**src/rtl/gorev_denetleyici.sv**
```systemverilog
// Task scheduler for the 3x3 filter unit: queues kernel codes, loads the 9 coefficients,
// starts the unit and counts result handshakes until the full image has been produced.
`timescale 1ns/1ps
module gorev_denetleyici #(
  parameter int IMG_WIDTH  = 16,
  parameter int IMG_HEIGHT = 16,
  parameter int COEF_BIT   = 8,
  parameter int FIFO_DEPTH = 4,
  localparam int TOPLAM = IMG_WIDTH * IMG_HEIGHT,
  localparam int SW     = $clog2(TOPLAM + 1)
) (
  input  logic                clk_i,
  input  logic                rst_i,
  input  logic [1:0]          gorev_kod_i,
  input  logic                gorev_gecerli_i,
  output logic                gorev_hazir_o,
  output logic [COEF_BIT-1:0] filtre_veri_o,
  output logic [3:0]          filtre_idx_o,
  output logic                filtre_gecerli_o,
  output logic                tu_basla_o,
  output logic                tu_iptal_o,
  input  logic                res_gecerli_i,
  input  logic                res_hazir_i,
  output logic                gorev_bitti_o,
  output logic [1:0]          gorev_bitti_kod_o,
  output logic [SW-1:0]       islenen_sayac_o,
  output logic                mesgul_o,
  output logic                hata_o,
  input  logic                iptal_i
);
  localparam int AW = $clog2(FIFO_DEPTH);
  localparam int CW = $clog2(FIFO_DEPTH + 1);

  typedef enum logic [2:0] {BOSTA, YUKLE, BASLA, CALIS, BITIR} durum_t;

  durum_t          state_q, state_d;
  logic [1:0]      fifo_q [FIFO_DEPTH];
  logic [AW-1:0]   wr_q, wr_d, rd_q, rd_d;
  logic [CW-1:0]   cnt_q, cnt_d;
  logic [3:0]      k_q, k_d;
  logic [1:0]      aktif_q, aktif_d;
  logic [SW-1:0]   sayac_q, sayac_d;
  logic            hata_q, hata_d, iptal_q, iptal_d;
  logic            push, pop, hs;
  logic signed [COEF_BIT-1:0] coef;

  function automatic logic signed [3:0] rom(input logic [1:0] kod, input logic [3:0] k);
    logic signed [3:0] v;
    v = '0;
    case (kod)
      2'd0: case (k)
        4'd0, 4'd6: v = -4'sd1;
        4'd2, 4'd8: v = 4'sd1;
        4'd3:       v = -4'sd2;
        4'd5:       v = 4'sd2;
        default:    v = '0;
      endcase
      2'd1: case (k)
        4'd0, 4'd2: v = -4'sd1;
        4'd1:       v = -4'sd2;
        4'd6, 4'd8: v = 4'sd1;
        4'd7:       v = 4'sd2;
        default:    v = '0;
      endcase
      2'd2: case (k)
        4'd1, 4'd3, 4'd5, 4'd7: v = 4'sd1;
        4'd4:                   v = -4'sd4;
        default:                v = '0;
      endcase
      default: v = (k <= 4'd8) ? 4'sd1 : 4'sd0;
    endcase
    return v;
  endfunction

  assign hs            = res_gecerli_i && res_hazir_i;
  assign gorev_hazir_o = (cnt_q != CW'(FIFO_DEPTH)) && !iptal_i;
  assign push          = gorev_gecerli_i && gorev_hazir_o;
  assign coef          = COEF_BIT'(rom(aktif_q, k_q));

  always_comb begin
    state_d = state_q;
    wr_d    = wr_q;
    rd_d    = rd_q;
    k_d     = k_q;
    aktif_d = aktif_q;
    sayac_d = sayac_q;
    hata_d  = hata_q;
    iptal_d = 1'b0;
    pop     = 1'b0;
    if (hs && state_q != CALIS) hata_d = 1'b1;
    if (push) wr_d = wr_q + AW'(1);
    case (state_q)
      BOSTA: if (cnt_q != '0) begin
        pop     = 1'b1;
        aktif_d = fifo_q[rd_q];
        k_d     = '0;
        state_d = YUKLE;
      end
      YUKLE: if (k_q == 4'd8) begin
        k_d     = '0;
        state_d = BASLA;
      end else begin
        k_d = k_q + 4'd1;
      end
      BASLA: begin
        sayac_d = '0;
        state_d = CALIS;
      end
      CALIS: if (hs) begin
        sayac_d = sayac_q + SW'(1);
        if (sayac_q == SW'(TOPLAM - 1)) state_d = BITIR;
      end
      BITIR:   state_d = BOSTA;
      default: state_d = BOSTA;
    endcase
    if (pop) rd_d = rd_q + AW'(1);
    cnt_d = cnt_q + CW'(push) - CW'(pop);
    // Abort wins over everything, including a completion landing on the same edge.
    if (iptal_i) begin
      state_d = BOSTA;
      wr_d    = '0;
      rd_d    = '0;
      cnt_d   = '0;
      k_d     = '0;
      sayac_d = '0;
      iptal_d = 1'b1;
    end
  end

  always_ff @(posedge clk_i) begin
    if (rst_i) begin
      state_q <= BOSTA;
      wr_q    <= '0;
      rd_q    <= '0;
      cnt_q   <= '0;
      k_q     <= '0;
      aktif_q <= '0;
      sayac_q <= '0;
      hata_q  <= 1'b0;
      iptal_q <= 1'b0;
    end else begin
      state_q <= state_d;
      wr_q    <= wr_d;
      rd_q    <= rd_d;
      cnt_q   <= cnt_d;
      k_q     <= k_d;
      aktif_q <= aktif_d;
      sayac_q <= sayac_d;
      hata_q  <= hata_d;
      iptal_q <= iptal_d;
    end
  end

  always_ff @(posedge clk_i) begin
    if (!rst_i && push) fifo_q[wr_q] <= gorev_kod_i;
  end

  assign filtre_gecerli_o  = (state_q == YUKLE);
  assign filtre_idx_o      = filtre_gecerli_o ? k_q : '0;
  assign filtre_veri_o     = filtre_gecerli_o ? coef : '0;
  assign tu_basla_o        = (state_q == BASLA);
  assign tu_iptal_o        = iptal_q;
  assign gorev_bitti_o     = (state_q == BITIR);
  assign gorev_bitti_kod_o = gorev_bitti_o ? aktif_q : '0;
  assign islenen_sayac_o   = sayac_q;
  assign mesgul_o          = (state_q != BOSTA);
  assign hata_o            = hata_q;
endmodule

```
**config.mk**
```make
export PLATFORM = sky130hd
export DESIGN_NAME = gorev_denetleyici
export DESIGN_NICKNAME = d
export VERILOG_FILES = /design/src/rtl/gorev_denetleyici.sv
export SDC_FILE = /design/constraint.sdc
export NUM_CORES = 1
export LEC_CHECK = 0
export ABC_AREA = 1
export BUFFER_PORTS_ARGS = -buffer_cell sky130_fd_sc_hd__buf_2
export CAP_MARGIN = 20
export CORE_UTILIZATION = 37
export CTS_BUF_LIST = sky130_fd_sc_hd__clkbuf_16
export CTS_CLUSTER_SIZE = 12
export DETAILED_ROUTE_END_ITERATION = 10
export RECOVER_POWER = 100
export SYNTH_ARGS = -nofsm -noshare
export SYNTH_HDL_FRONTEND = slang
export SYNTH_SLANG_ARGS = --single-unit
```
**constraint.sdc**
```tcl
create_clock -name clk_i -period 4.9 [get_ports clk_i]
set_input_delay 0.98 -clock clk_i [delete_from_list [all_inputs] [get_ports clk_i]]
set_output_delay 0.98 -clock clk_i [all_outputs]
set_load 0.02 [all_outputs]
```
==> run_results.csv <==
group,metric,value,unit
critical_path,r2r-start,"state_q[2]$_SDFFE_PP0P_",
critical_path,r2r.worst_path.cells,11,
placed_design,portBuffers,37,
global_route,grt_use_total,15.1,%
synth,ys.flop_type,"dfxtp_1",
clock_network,cts_buffers,5,
synth,postSynthAreaPerCell,7.37,um2
global_route,gr-usage-met2,23.6,%
clock_network,cts_resized,0,
finish,area_growth,15.5,%
synth,async_flop_share,0,%
synth,synthCells,265,
global_route,met1_usage,19.8,%
finish,drive_gt1_share,5.59,%
global_route,antenna_found_initial,0,
critical_path,r2r_slack,2.41,ns
synth,netlist_area,1950,um2
clock_network,cts_tree,"built",
sta,final.setup.tns,0,ns
finish,fill_cells,561,
clock_network,numClockSinks,35,
power,power_leakage,0.924,nW
routing,drt-pass1-iter-count,4,
synth,yosys.cell_types.count,30,
finish,final_cells,374,
floorplan,die_w,74.6,um
placed_design,post-place-ws,2.19,ns
run_status,status,"complete, no violations",
floorplan,die_h,74.6,um
finish,final_core_util,44.1,%
finish,diodes,0,
critical_path,crit_type,"register to primary output",
floorplan,dieArea,5570,um2
placed_design,place.gp.congestion,0.817,
sta,skew,0.00446,ns
critical_path,arrival,2.28,ns
power,power_density,480,nW/um2
synth,synth-seq-area-share,40.0,%
critical_path,slowest_delay,0.54,ns
critical_path,r2r_end,"cnt_q[2]$_SDFF_PP0_",
sta,hold_ws,0.468,ns
clock_network,h-tree-depth,2,
min_path,min_from,"hata_o$_SDFFE_PP0P_",
placed_design,dp_hpwl,2890,um
min_path,hold_end,"hata_o$_SDFFE_PP0P_",
routing,drt_iter0_markers,35,
critical_path,critPathSlowestCell,"nor3_1",
global_route,grtUsageMet3,4.15,%
critical_path,endpoint_kind,"primary output",
critical_path,cp.required,3.92,ns
sta,setup-violations-final,0,
sta,layout_setup_ws,1.64,ns
sta,hold_viol_final,0,
sta,min_period,3.26,ns
floorplan,core,5110,um2
sta,drv_slew,0,
global_route,globalRouteOverflowTotal,0,
routing,wire_per_inst,10.1,um
critical_path,crit_fanout,7,
placed_design,dp.cells,366,
synth,synth_largest_area_cell,"dfxtp_1",
clock_network,clkTransAtPathRegs,0.05,ns
sta,post-route-period-util,66.6,%
sta,max_freq,306,MHz
synth,synth_top_area_share,27.7,%
finish,final_nets,324,
sta,grt_setup_unrepaired,"no",
floorplan,row_count,26,
sta,relSlewSlack,50.3,%
routing,ant_nets,0,
global_route,grt_pass1_wl,6260,um
critical_path,path_depth,5,
clock_network,clk_latency,0.27,ns
synth,synth_warnings,0,
critical_path,crit_buf_inv,3,
global_route,grt_max_degree,13,
routing,drt_wl_total,3780,um
min_path,hold_class,"register to register",
clock_network,cts-hold-fix-buffers,0,
critical_path,cp-start-kind,"register",
clock_network,clock-root-buffer,"clkbuf_16",
synth,synth.area.top_cells,"dfxtp_1 (28%), edfxtp_1 (12%), nor2_1 (9.0%)",
critical_path,path_cells,"inv_1, nor3_1, inv_1, a31oi_1, clkbuf_1",
global_route,grt_pass1_vias,1439,
min_path,hold_depth,2,
floorplan,io_pins,38,
synth,syn-num-nets,286,
routing,via_count,1684,
floorplan,initial_utilization,38.2,%
routing,via_per_inst,4.50,
sta,tightest_slew,0.742,ns
job,drv_cap,0,
synth,synth-seq-cells,35,
synth,synth-edff-count,8,
clock_network,postCtsSetupRepairBufs,0,
critical_path,crit_family,"buffers and inverters",
power,ir_worst_vdd,213,uV
clock_network,cts_buffer_depth,2,
routing,drc,0,
critical_path,cpMostUsedCell,"inv_1",
global_route,grt-busiest-layer,"met2",
-- worst max-delay path by stage --
stage / start / slack, ns / endpoint
2_1_floorplan: state_q[0]$_SDFFE_PP0P_ / 2.14 / filtre_veri_o[3]
3_3_place_gp: iptal_i / 2.24 / cnt_q[2]$_SDFF_PP0_
3_5_place_dp: iptal_i / 2.19 / cnt_q[2]$_SDFF_PP0_
4_1_cts: k_q[0]$_SDFFE_PP0P_ / 2.07 / filtre_veri_o[4]
5_1_grt: state_q[0]$_SDFFE_PP0P_ / 1.34 / filtre_veri_o[4]
6_report: state_q[0]$_SDFFE_PP0P_ / 1.64 / filtre_veri_o[4]
-- cells by family after synthesis --
family	Yosys count	share of synthesized area (%)
buffers and inverters	51	11.2
AO/OA/AOI/OAI	41	11.1
XOR/XNOR	3	1.35
AND/OR/NAND/NOR	122	27.7
flip-flops	35	40.0
adder cells (fa/ha/maj)	13	8.72
-- cell usage in the layout, fill, tap and decap left out, types with 2 or more instances in the layout --
cell type	instances
a31oi_1	2
clkinv_1	2
o22ai_1	2
xor2_1	2
clkbuf_16	5
inv_1	45
ha_1	12
nor2_1	49
buf_2	4
a21oi_1	15
nor3_1	5
nand2_1	44
o21ai_0	20
nand2_2	3
dfxtp_1	27
clkbuf_1	33
nand3_1	14
edfxtp_1	8
-- registers in the layout, indices dropped and copies added (netlist names) --
register / flops
wr_q: 2
k_q: 4
hata_o: 1
aktif_q: 2
fifo_q: 8
cnt_q: 3
rd_q: 2
tu_iptal_o: 1
state_q: 3
islenen_sayac_o: 9
-- worst min-delay path: stages, from the launching register on --
cell	delay, ns
dfxtp_1	0.32
a21oi_1	0.04
nor2_1	0.07
-- routing by layer --
layer,wire length [um],vias to the layer above
met5,0,-
met4,65,0
met3,158,6
met2,1570,39
met1,1990,723
li1,-,916
-- cell usage after synthesis, types with 2 or more instances --
master,number
edfxtp_1,8
nand2_2,3
a31oi_1,2
nor2_1,47
a21oi_1,15
nor2_4,2
o22ai_1,2
nand3_1,14
o21ai_1,2
nor3_1,4
dfxtp_1,27
inv_1,44
ha_1,12
nand2_1,44
xor2_1,2
o21ai_0,18
buf_4,5
nor2_2,2
-- power breakdown --
group	internal (mW)	switching [mW]	total, mW
clock	0.185	0.108	0.293
sequential	0.328	0.0347	0.363
combinational	0.125	0.301	0.426
total	0.638	0.444	1.08
-- final cells by class --
class	instances	area (um2)	share of cell area [%]
multi-input combinational	179	932	41.3
sequential	35	781	34.6
inverter	45	169	7.49
timing repair buffer	37	144	6.38
clock buffer	5	125	5.55
tap	70	87.6	3.88
clock inverter	3	16.3	0.721
-- metrics by stage --
stage,total power [mW],area (um2)
2_1_floorplan,0.725,1950
3_3_place_gp,0.808,2180
3_5_place_dp,0.814,2180
4_1_cts,1.12,2320
5_1_grt,1.17,2250
6_report,1.08,2250
Power figures use the tool's default switching activity.
